$ cat src/rtl/sp_bank_switch_ctrl.sv
// Mode-switch sequencer for the banked stack pointers: saves R13 into the
// outgoing bank, updates M, reloads R13 from the incoming bank.
module sp_bank_switch_ctrl #(
    parameter logic [4:0] RESET_MODE = 5'b10011,
    parameter int         DW         = 32
) (
    input  logic          clk,
    input  logic          rst_n,
    input  logic          req,
    input  logic [4:0]    new_mode,
    output logic          busy,
    output logic          done,
    output logic          err,
    input  logic [DW-1:0] sp_rf_rd,
    output logic          rf_sp_we,
    output logic [DW-1:0] rf_sp_wdata,
    output logic [4:0]    M,
    output logic          SP_out,
    output logic          SP_in,
    output logic [DW-1:0] SP,
    input  logic [DW-1:0] SP_tmp
);

    typedef enum logic [1:0] {IDLE, SAVE, LOAD, WB} state_t;

    localparam int NLEGAL = 9;
    localparam logic [NLEGAL-1:0][3:0] LEGAL_LO =
        {4'hF, 4'hB, 4'hA, 4'h7, 4'h6, 4'h3, 4'h2, 4'h1, 4'h0};

    state_t          state_reg, state_next;
    logic [4:0]      m_reg, m_next;
    logic [4:0]      nm_reg, nm_next;
    logic [DW-1:0]   sp_reg, sp_next;
    logic            done_reg, done_next;
    logic            err_reg, err_next;
    logic [NLEGAL-1:0] lo_hit;
    logic            mode_legal;
    logic            same_bank;

    genvar gi;
    generate
        for (gi = 0; gi < NLEGAL; gi++) begin : g_legal
            assign lo_hit[gi] = (new_mode[3:0] == LEGAL_LO[gi]);
        end
    endgenerate

    assign mode_legal = new_mode[4] & (|lo_hit);
    // Low nibble zero is the only mode that banks to PSP.
    assign same_bank  = ((new_mode[3:0] == 4'h0) == (m_reg[3:0] == 4'h0));

    always_ff @(posedge clk or negedge rst_n) begin
        if (!rst_n) begin
            state_reg <= IDLE;
            m_reg     <= RESET_MODE;
            nm_reg    <= RESET_MODE;
            sp_reg    <= '0;
            done_reg  <= 1'b0;
            err_reg   <= 1'b0;
        end else begin
            state_reg <= state_next;
            m_reg     <= m_next;
            nm_reg    <= nm_next;
            sp_reg    <= sp_next;
            done_reg  <= done_next;
            err_reg   <= err_next;
        end
    end

    always_comb begin
        state_next = state_reg;
        m_next     = m_reg;
        nm_next    = nm_reg;
        sp_next    = sp_reg;
        done_next  = 1'b0;
        err_next   = 1'b0;
        case (state_reg)
            IDLE: begin
                if (req) begin
                    nm_next = new_mode;
                    if (!mode_legal) begin
                        err_next = 1'b1;
                    end else if (same_bank) begin
                        m_next    = new_mode;
                        done_next = 1'b1;
                    end else begin
                        state_next = SAVE;
                    end
                end
            end
            SAVE: begin
                sp_next    = sp_rf_rd;
                m_next     = nm_reg;
                state_next = LOAD;
            end
            LOAD:    state_next = WB;
            WB:      state_next = IDLE;
            default: state_next = IDLE;
        endcase
    end

    assign busy        = (state_reg != IDLE);
    assign SP_out      = (state_reg == SAVE);
    assign SP_in       = (state_reg == LOAD);
    assign rf_sp_we    = (state_reg == WB);
    // SP follows R13 live during SAVE so the store captures it that cycle.
    assign SP          = SP_out ? sp_rf_rd : sp_reg;
    assign rf_sp_wdata = rf_sp_we ? SP_tmp : '0;
    assign done        = done_reg | rf_sp_we;
    assign err         = err_reg;
    assign M           = m_reg;

endmodule
$ cat config.mk
export PLATFORM = sky130hd
export DESIGN_NAME = sp_bank_switch_ctrl
export DESIGN_NICKNAME = d
export VERILOG_FILES = /design/src/rtl/sp_bank_switch_ctrl.sv
export SDC_FILE = /design/constraint.sdc
export NUM_CORES = 1
export LEC_CHECK = 0
export CAP_MARGIN = 10
export CORE_MARGIN = 4
export CORE_UTILIZATION = 32
export DETAILED_ROUTE_END_ITERATION = 8
export PLACE_DENSITY = 0.86
export SLEW_MARGIN = 20
export SYNTH_ARGS = -nofsm -noshare
export SYNTH_HDL_FRONTEND = slang
export SYNTH_SLANG_ARGS = --single-unit
$ cat constraint.sdc
create_clock -name clk -period 1.78 [get_ports clk]
set_input_delay 0.356 -clock clk [delete_from_list [all_inputs] [get_ports clk]]
set_output_delay 0.356 -clock clk [all_outputs]
set_load 0.01 [all_outputs]
==> out/results.ini <==
[min_path]
hp-class = primary input to asynchronous set/reset pin

[cts]
cts_tree = yes
cts_hold_buf = 0
clkSlewWorstSetupHoldPaths_ps = 80
cts_buffer_depth = 2
clock_sinks = 46
clock_latency_ps = 300
htreeDepth = 2
cts-root-buf = clkbuf_8
cts_buffers = 5

[timing]
slew_viol_final = 0
slew_headroom_pct = 68.3
tightestPinTransition_ps = 475
fin_ws_ps = -188
hold_ws_ps = 0.790
setup_viol_count_final = 60
fin_crit_sh_pct = 111
rsz0062_at_grt = yes
hold_viol = 0
finalClockSkew_ps = 3.37
timing.setup.tns_ps = -6000
period_needed_ps = 1970
fmax_mhz = 508

[die]
core.rowCount = 29
design.portCount = 147
dieHeight_microns = 89.7
die_area_sq_um = 8040
initial_utilization_pct = 33.2
core_area_sq_um = 6420
chipWidth_microns = 89.7

[placed_design]
io_buffers = 146
gp_congestion = 0.741
dpl.hpwl_mm = 5.34

[finish]
layout_commonest_cell = clkdlybuf4s50_1
layout_common_cells = clkdlybuf4s50_1, buf_6, mux2_4
fillers = 438
area.growth.synth_to_final_pct = 107
drive_gt1_share_pct = 57.5
largest_reg_flops = 32
n_antenna_cell = 0
nets = 417

[synthesis]
synthSimpleGateAreaFrac_pct = 12.8
syn-cell-area_sq_um = 2130
synth_top_family_by_area = multiplexers
synth_seq_cells = 46
synth_cell_types = 28
synth_edf_count = 0
synth_compound_area_share_pct = 2.70
yosysWarnings = 0
synth-xor-area-share_pct = 0.411
synth_flop_cell = dfrtp_1
avgSynthCellArea_sq_um = 13.3
synth_nets = 238
synthCells = 161
synthArstFlopShare_pct = 100
synth_mux_area_share_pct = 24.8
ys_seq_area_share_pct = 54.3
synth_fa_ha_area_share_pct = 2.93

[global_route]
grt_pass1_vias = 2208
grt_use_total_pct = 17.9
grt_pass1_wl_mm = 10.9
grt_antenna_before_repair = 0
gr-total-overflow = 0
grt_start_max_net_pins = 29

[pwr]
p_clk_share_pct = 8.0
fin_total_pwr_uw = 7940
vdd_drop_max_v = 0.00119
p_int_uw = 5310
p_comb_share_pct = 68.3
power_density_nw_per_um2 = 1800
p_switching_uw = 2630
power.share.sequential_pct = 23.7
leakage_uw = 0.00208
p_sw_share_pct = 33.1

[routing]
routed_via_density = 4.74
wl_per_cell_microns = 18.2
ant_nets = 0
wl_mm = 7.60
first_pass_iters = 3
vias = 1982
drc = 0
drt_iter0_drc = 56

[outcome]
failed_checks = negative setup slack
status = complete, but fails checks

[setup_path]
crit_arrival_ps = 1610
crit_slowest_cell = dfrtp_1
crit_path_start_kind = register
crit_chain = inv_2, ha_4, buf_12, mux2_4, buf_6
cp.required_ps = 1420
slowest_delay_ps = 400
path_class = register to output port
cp_max_fo = 8
end_kind = output port

[job]
drv_cap = 0

==> routing by layer <==
metal,GRT usage [%],vias to the layer above,part of all wire (%)
li1,-,902,-
met5,0,-,0
met1,18.4,960,35
met3,6.11,10,11
met4,3.25,0,1.4
met2,34.8,110,53
==> critical path, delay by kind of cell, from the launching register on <==
family     cells  cell delay (ps)
fa+ha+maj      1              230
buf+inv        3              370
flops          1              400
mux            1              320
==> per-stage QoR <==
stage,cell area [sq um],utilization (%),cells,setup WS (ps)
after floorplan,2160,-,161,36.5
after global placement,3830,59.7,394,-381
after detailed placement,3830,59.7,394,-462
after CTS,4170,65.0,416,-283
after global routing,4410,68.7,418,-228
final,4410,68.7,418,-188
==> cells by family (layout without fill, tap and decap cells) <==
group                      count (synthesis)  in the layout
DFF                                       46             46
muxes                                     47             47
xor gates and xnor gates                   1              1
adders and majority gates                  5              5
and+or+nand+nor                           44             44
buffers and inverters                     11            191
AOI/OAI and AO/OA                          7              7
==> final cells by class <==
type,count,area [sq um],area share [%]
timing repair buffer,179,1830,41.4
multi-input combinational,104,1230,27.9
sequential,46,1160,26.3
tap,77,96.3,2.18
clock buffer,7,76.3,1.73
inverter,4,15.0,0.340
clock inverter,1,7.51,0.170
==> power by group through the flow <==
stage,sequential [uW],clock [uW],combinational [uW]
6_report,1880,636,5430
4_1_cts,1850,648,5100
3_3_place_gp,1800,0,3880
2_1_floorplan,1790,0,1710
3_5_place_dp,1830,0,3950
5_1_grt,1930,697,5780
==> cells in the mapped netlist, types with 2 or more instances <==
library cell / number / area (sq um)
and2_1: 32 / 200
buf_2: 3 / 15.0
clkbuf_1: 3 / 11.3
dfrtp_1: 40 / 1000
dfstp_2: 6 / 158
ha_1: 5 / 62.6
inv_1: 4 / 15.0
mux2_1: 43 / 484
mux2_2: 3 / 33.8
nand2_1: 3 / 11.3
o21ai_0: 2 / 10.0
==> repair_timing <==
| item | CTS | global route |
|---|---|---|
| gates resized for setup | 372 | 68 |
| setup buffers | 12 | 7 |
| gates cloned | 2 | 1 |
| hold endpoints to repair | 0 | 0 |
| endpoints found under the setup margin | 75 | 71 |
| pin swaps | 6 | 6 |
==> path summary, 6_finish.rpt <==
kind | from | endpoint | slack (ps) | depth (start not counted)
max | state_reg[1]$_DFFE_PN0P_ | SP[10] | -190 | 5
min in group clk | nm_reg[1]$_DFFE_PN1P_ | nm_reg[1]$_DFFE_PN1P_ | 500 | 2
max reg2reg | state_reg[0]$_DFFE_PN0P_ | M[3]$_DFFE_PN0P_ | 40 | 5
max in group asynchronous | rst_n | nm_reg[0]$_DFFE_PN1P_ | 1190 | 2
min | rst_n | sp_reg[3]$_DFF_PN0_ | 0.8 | 1
min reg2reg | nm_reg[1]$_DFFE_PN1P_ | nm_reg[1]$_DFFE_PN1P_ | 500 | 2
Note: power is estimated with default switching activity, not from simulation.
